File: config.mk
export PLATFORM = sky130hd
export DESIGN_NAME = bus_arbitro
export DESIGN_NICKNAME = d
export VERILOG_FILES = /design/src/rtl/bus_arbitro.sv
export SDC_FILE = /design/constraint.sdc
export NUM_CORES = 1
export LEC_CHECK = 0
export ABC_AREA = 0
export CORE_ASPECT_RATIO = 0.6
export CORE_MARGIN = 2
export CORE_UTILIZATION = 40
export DETAILED_ROUTE_END_ITERATION = 6
export PLACE_DENSITY = 0.85
export REMOVE_ABC_BUFFERS = 1
export SLEW_MARGIN = 30
export SYNTH_ARGS = -nofsm -noshare
export SYNTH_HDL_FRONTEND = slang
export SYNTH_SLANG_ARGS = --single-unit
File: constraint.sdc
create_clock -name clk -period 7.1 [get_ports clk]
set_input_delay 1.065 -clock clk [delete_from_list [all_inputs] [get_ports clk]]
set_output_delay 1.065 -clock clk [all_outputs]
set_load 0.02 [all_outputs]
File: src/rtl/bus_arbitro.sv
// Round-robin arbiter/sequencer sharing one operand bus and its ALU among NREQ requesters.
// Drives operand A then B, waits RES_LAT cycles, captures C and pulses done to the winner.
module bus_arbitro #(
    parameter int NREQ    = 4,
    parameter int RES_LAT = 2
) (
    input  logic              clk,
    input  logic              rst_n,
    input  logic [NREQ-1:0]   req,
    input  logic [2*NREQ-1:0] op_flat,
    input  logic [8*NREQ-1:0] a_flat,
    input  logic [8*NREQ-1:0] b_flat,
    output logic [NREQ-1:0]   grant,
    output logic [NREQ-1:0]   done,
    output logic [7:0]        resultado,
    output logic              ocupado,
    output logic [1:0]        dispositivo,
    output logic [1:0]        operacion,
    output logic [7:0]        entrada,
    output logic              bus_valido,
    input  logic [7:0]        C
);

    typedef enum logic [2:0] {
        S_IDLE,
        S_CARGA_A,
        S_CARGA_B,
        S_ESPERA,
        S_ENTREGA
    } state_t;

    state_t     state;
    logic [1:0] ptr;
    logic [3:0] cnt;
    logic [1:0] op_q;
    logic [7:0] a_q;
    logic [7:0] b_q;

    logic       win_found;
    logic [1:0] win_idx;
    logic [1:0] idx;
    logic [1:0] win_op;
    logic [7:0] win_a;
    logic [7:0] win_b;

    // NOTE: every variable gets a default first so no path leaves it unassigned (no latch).
    always_comb begin
        win_found = 1'b0;
        win_idx   = '0;
        idx       = '0;
        win_op    = '0;
        win_a     = '0;
        win_b     = '0;
        for (int k = 0; k < NREQ; k++) begin
            idx = ptr + 2'(k);
            if (!win_found && req[idx]) begin
                win_found = 1'b1;
                win_idx   = idx;
            end
        end
        for (int k = 0; k < NREQ; k++) begin
            if (win_idx == 2'(k)) begin
                win_op = op_flat[2*k +: 2];
                win_a  = a_flat[8*k +: 8];
                win_b  = b_flat[8*k +: 8];
            end
        end
    end

    // NOTE: sequential state uses non-blocking assignments so all registers update together.
    always_ff @(posedge clk or negedge rst_n) begin
        if (!rst_n) begin
            state       <= S_IDLE;
            ptr         <= '0;
            cnt         <= '0;
            op_q        <= '0;
            a_q         <= '0;
            b_q         <= '0;
            grant       <= '0;
            done        <= '0;
            resultado   <= '0;
            ocupado     <= 1'b0;
            dispositivo <= '0;
            operacion   <= '0;
            entrada     <= '0;
            bus_valido  <= 1'b0;
        end else begin
            done <= '0;
            case (state)
                // The delivery edge doubles as the arbitration edge, giving one
                // transaction every 3+RES_LAT cycles under continuous demand.
                S_IDLE, S_ENTREGA: begin
                    grant      <= '0;
                    bus_valido <= 1'b0;
                    if (win_found) begin
                        state            <= S_CARGA_A;
                        grant[win_idx]   <= 1'b1;
                        dispositivo      <= win_idx;
                        operacion        <= win_op;
                        op_q             <= win_op;
                        a_q              <= win_a;
                        b_q              <= win_b;
                        ptr              <= win_idx + 2'd1;
                        ocupado          <= 1'b1;
                    end else begin
                        state       <= S_IDLE;
                        ocupado     <= 1'b0;
                        dispositivo <= '0;
                        operacion   <= '0;
                    end
                end
                S_CARGA_A: begin
                    entrada    <= a_q;
                    operacion  <= op_q;
                    bus_valido <= 1'b1;
                    state      <= S_CARGA_B;
                end
                S_CARGA_B: begin
                    entrada    <= b_q;
                    bus_valido <= 1'b1;
                    cnt        <= 4'(RES_LAT);
                    state      <= S_ESPERA;
                end
                S_ESPERA: begin
                    entrada    <= '0;
                    bus_valido <= 1'b0;
                    cnt        <= cnt - 4'd1;
                    if (cnt == 4'd1) begin
                        resultado <= C;
                        done      <= grant;
                        state     <= S_ENTREGA;
                    end
                end
                default: state <= S_IDLE;
            endcase
        end
    end

endmodule

======== After elaboration in Yosys (flattened, before gate mapping) ========
Index checks and enable logic that the tools add are counted.
W data, S select, Z words.
storage, ports and cells
  bits in registers ....................... 57
  logic and storage cells ................. 95
  output and inout port bits .............. 30
  bits of input ports ..................... 86
cells by class
  equal/unequal tests ..................... 9
  $lt $le $gt $ge ......................... 6
  $add $sub $neg .......................... 5
  multiplexer cells ....................... 43
  reduce and logical (&&, ||, !) cells .... 18
operators with widths
  operator               number
  $mux W8                8
  $pmux W8 S3            1
  $mux W2                10
  $lt A2 B3 Y1 const B   5
  $mux W4                3
  $pmux W3 S4            1
  $mux W1                11
  $bmux W1 S2            4
  $pmux W4 S2            1
  $eq A3 B2 Y1 const B   2
  $reduce_bool A2 Y1     3
  $add A2 B1 Y2 const B  2
  $add A2 B2 Y2 const B  2
  $eq A2 B2 Y1 const B   2
  $eq A4 B1 Y1 const B   1
  $logic_and A1 B1 Y1    4
  $pmux W2 S2            1
  $reduce_and A2 Y1      2
  $reduce_or A2 Y1       2
  $sub A4 B1 Y4 const B  1
  $eq A3 B1 Y1 const B   1
  $eq A3 B3 Y1 const B   1
  $logic_not A1 Y1       3
  $logic_not A3 Y1       1
  other kinds (9)        9

======== Longest topological paths before layout ========
Gate-level depths: netlist (run 1).
  word-level depth ........................ 19
  mapped depth ............................ 9
  depth with buffers taken out ............ 7

======== Least setup slack after synthesis (run 1) ========
OpenSTA, ideal clock, no wires.
  path type ............................... input to register
  start ................................... input req[2]
  end ..................................... register operacion[1]
  cell stages on the path ................. 8
  arrival ................................. 2.798 ns
  path slack .............................. 4.154 ns
  library setup time ...................... 0.148 ns
  path buffers ............................ 1
  path through ............................ mux2i_1 nor2_1 or3_1 ha_1 buf_2 and3b_1 a2111oi_0 o311ai_1
between the ends
  cells in the longest elaborated chain, start to end .. 19
  elaborated cells on any way between the ends .. 32
  classes of those cells .................. 3 x eq/ne; 22 x mux; 7 x reduce/logical
RTL lines
  item                           line  RTL
  start: declaration             9     input logic [NREQ-1:0] req,
  $bmux W1 S2                    56    if (!win_found && req[idx]) begin
  $mux W1 (not written as such)  56
  $mux W1                        56
  $logic_not A1 Y1               56
  $logic_and A1 B1 Y1            56
  $mux W1                        56
  $logic_not A1 Y1               56
  $logic_and A1 B1 Y1            56
  $mux W1                        56
  $logic_not A1 Y1               56
  $logic_and A1 B1 Y1            56
  $mux W2                        56
  $logic_not A2 Y1               62    if (win_idx == 2'(k)) begin
  $mux W2 (4 in a row)           62
  $mux W2 *                      95    if (win_found) begin
  $pmux W2 S2 *                  89    case (state)
  end signal: assignment         99    operacion <= win_op;
  end signal: assignment         114   operacion <= op_q;
  end: declaration               18    output logic [1:0] operacion,
Every way passes the cells marked *; elsewhere a longest branch is shown, timed or not. The select of a mux whose other input is x is not followed.
A chain may end at the register's enable or synchronous reset.

======== Final worst setup path (run 1) ========
  start ................................... input req[0]
  end ..................................... register operacion[1]
Same word-level chain as after synthesis.

==> results of run 1 <==
[path summary, 6_finish.rpt]
kind	depth (start not counted)	from	end	slack, ns
min	2	ocupado	ocupado	0.47
min reg2reg	2	ocupado	ocupado	0.47
max reg2reg	7	ptr[1]	operacion[1]	4.17
min in group asynchronous	2	rst_n	dispositivo[1]	0.88
max in group asynchronous	2	rst_n	a_q[6]	5.75
max	8	req[0]	operacion[1]	3.41
[worst max-delay path, cell delays in order]
cell and delay, ns:
clkdlybuf4s50_1 0.53, nand2_1 0.11, a311oi_1 0.41, or2_1 0.20, ha_2 0.59, and3b_1 0.25
a2111oi_0 0.53, o311ai_1 0.19
[cell usage in the layout, fill, tap and decap left out, drive strengths merged, types with 8 or more instances in the layout]
cell / instances
o2bb2ai: 8
mux2: 9
clkbuf: 10
clkdlybuf4s50: 114
nand3b: 18
a22oi: 8
dfrtp: 57
a21oi: 38
a31oi: 17
a221o: 16
nand2: 26
inv: 22
[area by class of cell]
type / instances / area, sq um
timing repair buffer: 119 / 1176
sequential: 57 / 1426
multi-input combinational: 209 / 1451
clock buffer: 10 / 229.0
tap: 104 / 130.1
clock inverter: 6 / 67.56
fill: 638 / 2828
inverter: 21 / 78.83
[report_power, final]
group	switching (mW)	internal [mW]
clock	0.153	0.272
combinational	0.407	0.386
sequential	0.106	0.465
[logic make-up after synthesis]
family	after synthesis
adders and majority gates	6
DFF	57
muxes	12
buffers and inverters	50
and+or+nand+nor	81
AOI/OAI and AO/OA	110
[flip-flops by register name, indices dropped and copies added, names as in the netlist]
| name | cells |
|---|---|
| a_q | 8 |
| b_q | 8 |
| bus_valido | 1 |
| cnt | 4 |
| dispositivo | 2 |
| done | 4 |
| entrada | 8 |
| grant | 4 |
| ocupado | 1 |
| op_q | 2 |
| operacion | 2 |
| ptr | 2 |
| resultado | 8 |
| state | 3 |
[through the flow]
| stage | utilization (%) | hold slack (ns) | area (sq um) | power, mW |
|---|---|---|---|---|
| 2_1_floorplan | - | 0.4879 | 2954 | 1.041 |
| 3_3_place_gp | 57.67 | 0.4600 | 4260 | 1.327 |
| 3_5_place_dp | 57.71 | 0.4653 | 4263 | 1.365 |
| 4_1_cts | 61.72 | 0.4780 | 4559 | 1.796 |
| 5_1_grt | 61.72 | 0.4925 | 4559 | 1.898 |
| 6_report | 61.72 | 0.4720 | 4559 | 1.789 |
[layer usage]
metal	wire, um	vias to the layer above	GRT usage, %	share of wire (%)
met1	3955	1388	27.98	45
met5	0	-	0	0
met2	4017	112	33.33	46
met3	660	11	5.975	7.5
met4	122	0	8.701	1.4
li1	-	1365	-	-
[cell usage after synthesis, types with 2 or more instances]
master / number / area, sq um
a21oi_1: 38 / 190.2
nand2b_1: 5 / 31.28
nor3b_1: 2 / 15.01
a31oi_1: 17 / 106.4
buf_2: 7 / 35.03
mux2i_1: 3 / 30.03
o22ai_1: 2 / 12.51
clkbuf_1: 16 / 60.06
dfrtp_1: 57 / 1426
mux2_1: 8 / 90.09
inv_1: 21 / 78.83
a22o_1: 4 / 35.03
nor3_1: 2 / 10.01
o21ai_0: 5 / 25.02
and2_1: 6 / 37.54
nor2b_1: 6 / 37.54
buf_6: 3 / 33.78
nand3b_1: 18 / 135.1
a22oi_1: 8 / 60.06
buf_1: 2 / 7.510
nor2_1: 6 / 22.52
and3b_1: 2 / 17.52
ha_1: 6 / 75.07
or3_1: 2 / 12.51
o2bb2ai_1: 8 / 70.07
o31ai_1: 2 / 15.01
nand2_1: 26 / 97.59
a221o_1: 16 / 160.2
or2_1: 2 / 12.51
==> impl_metrics.tcl, run 1 <==
set metrics [dict create \
    status "finished, final reports clean" \
    initial_core_util_pct 41.94 \
    cts_max_level 3 \
    post-cts-setup-buffers 0 \
    synth-edff-count 0 \
    pre_cts_slack_ns 3.168 \
    synth_xor_area_share_pct 0 \
    via_per_inst 5.468 \
    clk-insertion-delay-late_ns 0.33 \
    slew_viol_final 0 \
    yosysSeqAreaShare_pct 46.04 \
    synth_area_sq_um 3098 \
    numCtsBuffers 9 \
    area_growth_pct 47.17 \
    async_reset_ff_share_pct 100.0 \
    tns_ns 0 \
    cts_buffer_depth 2 \
    drt-wirelength-per-cell_um 16.64 \
    fin_cells 526 \
    synth_compound_area_share_pct 24.47 \
    path_clk_slew_ns 0.05 \
    fmax_ghz 0.2711 \
    die_h_um 72.17 \
    drc 0 \
    min_period_ns 3.689 \
    yosysWarnings 0 \
    hold_viol_final 0 \
    cp-start-kind "input port" \
    track_usage_pct 21.18 \
    path_class "in2reg" \
    vdd_drop_max_mv 0.1732 \
    grt_antenna_before_repair 0 \
    skew_ns 0.01075 \
    cp-end-kind "flip-flop" \
    worstPathMaxFanout 37 \
    route.vias.total 2876 \
    firstDrtPassIters 4 \
    cts_hold_buffers 0 \
    place_congestion 0.8724 \
    core_sq_um 7387 \
    rsz0062_at_grt "no" \
    drtIter0Drc 280 \
    finalNetCount 509 \
    setup_violations 0 \
    grt_pass1_wl_mm 14.17 \
    post_cts_resized 0 \
    synth-seq-cells 57 \
    ant_nets 0 \
    synthAdderAreaFrac_pct 2.423 \
    power.leakage_nw 1.869 \
    synth_top_family_by_area "compound AO/OA/AOI/OAI gates" \
    numPortBuffers 115 \
    hold_class "reg2reg" \
    syn_inst 316 \
    grt_start_max_net_pins 58 \
    n_antenna_cell 0 \
    die_area_sq_um 8488 \
    hpwlAfterDp_mm 6.129 \
    cts_tree "built" \
    layout_setup_ws_ns 3.411 \
    yosys.area_share.simple_pct 15.51 \
    relSlewSlack_pct 37.27 \
    cts_root_buf "clkbuf_16" \
    power.density_nw_per_um2 392.4 \
    maxCapViolations 0 \
    drive_above_1_share_pct 5.450 \
    worst-slew-pin-transition_ns 0.9409 \
    clock_sinks 57 \
    grt_pass1_vias 2820 \
    muxShareOfSynthArea_pct 4.362 \
    fp.dieW_um 117.6 \
    dp_cells 510 \
    synth_ff_type "dfrtp_1" \
    avgSynthCellArea_sq_um 9.804 \
    synth.distinct_cells 45 \
    critical_path_arrival_ns 3.87 \
    drt-total-wl_mm 8.755 \
    io_pins 116 \
    gr-total-overflow 0 \
    fp-row-count 24 \
    min_period_over_period_pct 51.96 \
    crit_required_ns 7.28 \
]
Power figures use the tool's default switching activity.
==> run 2, diff against run 1 <==
PLACE_DENSITY = 0.87   (was 0.85)
clock period = 3 ns   (was 7.1 ns; I/O delays follow)
==> impl_metrics.tcl, run 2 (synthesized netlist as in run 1, its figures left out) <==
set metrics [dict create \
    cts_hold_buffers 0 \
    via_per_inst 5.508 \
    clk-insertion-delay-late_ns 0.33 \
    drt-total-wl_mm 9.064 \
    route.vias.total 2925 \
    n_antenna_cell 0 \
    place_congestion 0.8933 \
    finalNetCount 515 \
    drc 0 \
    track_usage_pct 22.36 \
    whs_ns 0.2714 \
    path_class "in2reg" \
    hpwlAfterDp_mm 6.583 \
    hold_class "in2async" \
    drive_above_1_share_pct 6.089 \
    gr-total-overflow 0 \
    relSlewSlack_pct 46.36 \
    min_period_ns 2.693 \
    hold_viol_final 0 \
    numCtsBuffers 9 \
    rsz0062_at_grt "no" \
    cp-start-kind "input port" \
    tns_ns 0 \
    stdcell_area_sq_um 4596 \
    fp.dieW_um 117.6 \
    layout_setup_ws_ns 0.3069 \
    firstDrtPassIters 4 \
    cp-end-kind "flip-flop" \
    path_clk_slew_ns 0.05 \
    power.density_nw_per_um2 924.4 \
    drt-wirelength-per-cell_um 17.07 \
    cts_max_level 3 \
    clock_sinks 57 \
    die_h_um 72.17 \
    grt_antenna_before_repair 0 \
    worstPathMaxFanout 4 \
    layout_commonest_cell "clkdlybuf4s50_1" \
    nFillCells 628 \
    worst-slew-pin-transition_ns 0.8012 \
    maxCapViolations 0 \
    vdd_drop_max_mv 0.4843 \
    core_sq_um 7387 \
    grt_start_max_net_pins 58 \
    ant_nets 0 \
    critical_path_arrival_ns 2.87 \
    skew_ns 0.006776 \
    area_growth_pct 48.34 \
    post-cts-setup-buffers 0 \
    post_cts_resized 0 \
    status "finished, final reports clean" \
    worstSetupStartpoint "req[0]" \
    reg2reg_from "ptr[1]" \
    power.leakage_nw 1.905 \
    placed_area_sq_um 4318 \
    setup_violations 0 \
    fmax_ghz 0.3713 \
    grt_pass1_vias 2840 \
    fp-row-count 24 \
    min_period_over_period_pct 89.77 \
    cts_buffer_depth 2 \
    cts_root_buf "clkbuf_16" \
    grt_pass1_wl_mm 14.64 \
    drtIter0Drc 314 \
    cts_tree "built" \
    die_area_sq_um 8488 \
    pre_cts_slack_ns 0.03277 \
    layout_common_cells "clkdlybuf4s50_1 (114), dfrtp_1 (57), a21oi_1 (38), nand2_1 (26), inv_1 (21)" \
    crit_required_ns 3.18 \
    io_pins 116 \
    numPortBuffers 115 \
    slew_viol_final 0 \
    initial_core_util_pct 41.94 \
]
## run 2: cell count changes in the layout (fill, tap and decap cells not counted)
cell	change
clkbuf_1	+1
clkinv_2	+2
ha_2	-1
clkinv_4	-1
ha_1	+1
buf_12	+1
clkinvlp_4	-2
inv_6	-1
buf_4	+5
## run 2: layout make-up
class,instances,area (sq um),area share (%)
repair buffers,125,1234,26.84
well taps,104,130.1,2.831
clock buffers,11,232.7,5.064
clock inverters,4,45.04,0.9801
multi-input cells,209,1449,31.53
inverters,21,78.83,1.715
flip-flops and latches,57,1426,31.04
## run 2: per-stage QoR
step	instances	utilization [%]	power (mW)
2_1_floorplan	287	-	2.463
3_3_place_gp	516	58.45	3.197
3_5_place_dp	516	58.45	3.289
4_1_cts	531	62.21	4.272
5_1_grt	531	62.21	4.514
6_report	531	62.21	4.248
## run 2: worst paths after layout
| path | end | slack, ns | depth (start not counted) |
|---|---|---|---|
| worst max-delay path | op_q[1] | 0.31 | 8 |
| worst min-delay path | ptr[0] | 0.27 | 2 |
| worst max register to register | op_q[1] | 0.51 | 7 |
| worst min register to register | resultado[4] | 0.48 | 1 |
| max in group asynchronous | a_q[4] | 2.25 | 2 |
| min in group clk | resultado[4] | 0.48 | 1 |
## run 2: layer usage
layer  GRT usage [%]  part of all wire (%)  vias to the layer above
met3           9.513                    11                       14
li1                -                     -                     1368
met2           33.98                    45                      139
met1           29.31                    43                     1404
met4           6.827                   1.1                        0
met5               0                     0                        -
## run 2: where the power goes
group | switching (mW) | internal, mW | total (mW)
Sequential | 0.251 | 1.10 | 1.35
Combinational | 0.986 | 0.951 | 1.94
Clock | 0.327 | 0.631 | 0.958
## run 2: critical path: stages
cell	delay, ns
clkdlybuf4s50_1	0.53
nand2_1	0.11
a311oi_1	0.46
or2_1	0.20
ha_1	0.20
and3b_1	0.19
a2111oi_0	0.55
o31ai_1	0.18
==> run 3, diff against run 2 <==
REMOVE_ABC_BUFFERS = not set   (was 1)
==> impl_metrics.tcl, run 3 (synthesized netlist as in run 1, its figures left out) <==
set metrics [dict create \
    status "finished, final reports clean" \
    track_usage_pct 22.32 \
    cpPeakStageDelay_ns 0.62 \
    skew_ns 0.004849 \
    hpwlAfterDp_mm 6.802 \
    grt_pass1_vias 2852 \
    grt_antenna_before_repair 0 \
    worstPathMaxFanout 18 \
    slew_viol_final 0 \
    fmax_ghz 0.3695 \
    finalNetCount 515 \
    seq_power_share_pct 30.0 \
    initial_core_util_pct 41.94 \
    drt-total-wl_mm 9.260 \
    synth_nets 408 \
    clk-insertion-delay-late_ns 0.32 \
    cp-end-kind "flip-flop" \
    internal_power_mw 2.910 \
    via_per_inst 5.551 \
    rsz0062_at_grt "no" \
    min_period_over_period_pct 90.21 \
    tns_ns 0 \
    whs_ns 0.2286 \
    io_pins 116 \
    numPortBuffers 115 \
    fin_cells 532 \
    n_antenna_cell 0 \
    ant_nets 0 \
    fp.dieW_um 117.6 \
    p_comb_share_pct 43.4 \
    stdcell_area_sq_um 4673 \
    post-cts-setup-buffers 0 \
    maxCapViolations 0 \
    min_period_ns 2.706 \
    drc 0 \
    drt-wirelength-per-cell_um 17.41 \
    power.leakage_nw 1.938 \
    clockPowerShare_pct 26.6 \
    route.vias.total 2953 \
    crit_required_ns 3.18 \
    cp_top_family "buffers and inverters" \
    placed_area_sq_um 4318 \
    netSwitchingFraction_pct 35.62 \
    drive_above_1_share_pct 6.542 \
    hold_class "in2async" \
    critical_path_arrival_ns 2.88 \
    cts_tree "built" \
    cts_max_level 3 \
    post-route-util_pct 63.26 \
    setup_violations 0 \
    vdd_drop_max_mv 0.4238 \
    grt_pass1_wl_mm 14.77 \
    post_cts_resized 0 \
    worstPathCellList "clkdlybuf4s50_1 > mux2i_1 > nor2_1 > nor3_1 > ha_1 > buf_4 > mux2i_1 > o311ai_1" \
    path_class "in2reg" \
    clock_sinks 57 \
    dp_cells 516 \
    worst-slew-pin-transition_ns 0.9481 \
    cts_hold_buffers 0 \
    path_clk_slew_ns 0.05 \
    p_switching_mw 1.610 \
    layout_commonest_cell "clkdlybuf4s50_1" \
    die_area_sq_um 8488 \
    drtIter0Drc 299 \
    hold_viol_final 0 \
    cpMostUsedCell "mux2i_1" \
    cp_slowest_cell "ha_1" \
    path_buf_inv 2 \
    cts_buffer_depth 2 \
    area_growth_pct 50.85 \
    firstDrtPassIters 4 \
    relSlewSlack_pct 36.79 \
    gr-total-overflow 0 \
    numCtsBuffers 9 \
    die_h_um 72.17 \
    cts_root_buf "clkbuf_16" \
    layout_common_cells "clkdlybuf4s50_1 (114), dfrtp_1 (57), a21oi_1 (38), nand2_1 (26), inv_1 (21)" \
    cp-start-kind "input port" \
    place_congestion 0.8910 \
    power.density_nw_per_um2 967.4 \
    core_sq_um 7387 \
    grt_start_max_net_pins 39 \
    fp-row-count 24 \
]
-- run 3: cell count changes in the layout (fill, tap and decap cells not counted) --
| cell | delta |
|---|---|
| clkbuf_8 | +2 |
| clkbuf_1 | -1 |
| clkinv_2 | -3 |
| clkinv_4 | +1 |
| bufinv_16 | +2 |
-- run 3: power by group through the flow --
stage          Sequential, mW  Combinational, mW  Clock, mW
6_report                 1.36               1.96       1.20
3_3_place_gp             1.34               1.88          0
4_1_cts                  1.36               1.96       1.21
2_1_floorplan            1.46               1.06          0
3_5_place_dp             1.36               1.94          0
5_1_grt                  1.40               2.13       1.24
-- run 3: metal layers --
| metal | track usage [%] | part of all wire, % |
|---|---|---|
| met1 | 30.41 | 45 |
| met2 | 35.08 | 44 |
| met3 | 7.940 | 9.9 |
| met4 | 4.016 | 1.0 |
| met5 | 0 | 0 |
-- run 3: final timing paths --
check                             start           end  slack [ns]  cells after the start
max in group asynchronous         rst_n        a_q[5]        2.06                      2
hold reg to reg            resultado[3]  resultado[3]        0.48                      1
setup / recovery                 req[2]  operacion[1]        0.29                      8
min in group clk           resultado[3]  resultado[3]        0.48                      1
hold / removal                    rst_n        cnt[1]        0.23                      1
setup reg to reg                 ptr[1]  operacion[1]        0.44                      7
-- run 3: per-stage QoR --
| step | setup WS, ns | power, mW |
|---|---|---|
| floorplan | 0.6693 | 2.523 |
| CTS | 0.3104 | 4.527 |
| finish | 0.2937 | 4.521 |
| global route | 0.1661 | 4.774 |
| global placement | 0.1705 | 3.217 |
| detailed placement | -0.02183 | 3.304 |
-- run 3: final cells by class --
type	count	area (sq um)
Clock inverter	4	98.84
Timing Repair Buffer	125	1234
Clock buffer	12	256.5
Tap cell	104	130.1
Fill cell	591	2714
Inverter	21	78.83
Multi-Input combinational cell	209	1449
Sequential cell	57	1426
-- run 3: worst register-to-register path: stages (launching register included) --
cell	delay, ns
dfrtp_1	0.42
mux2i_1	0.28
nor2_1	0.09
nor3_1	0.28
ha_1	0.62
buf_4	0.34
mux2i_1	0.27
o311ai_1	0.11
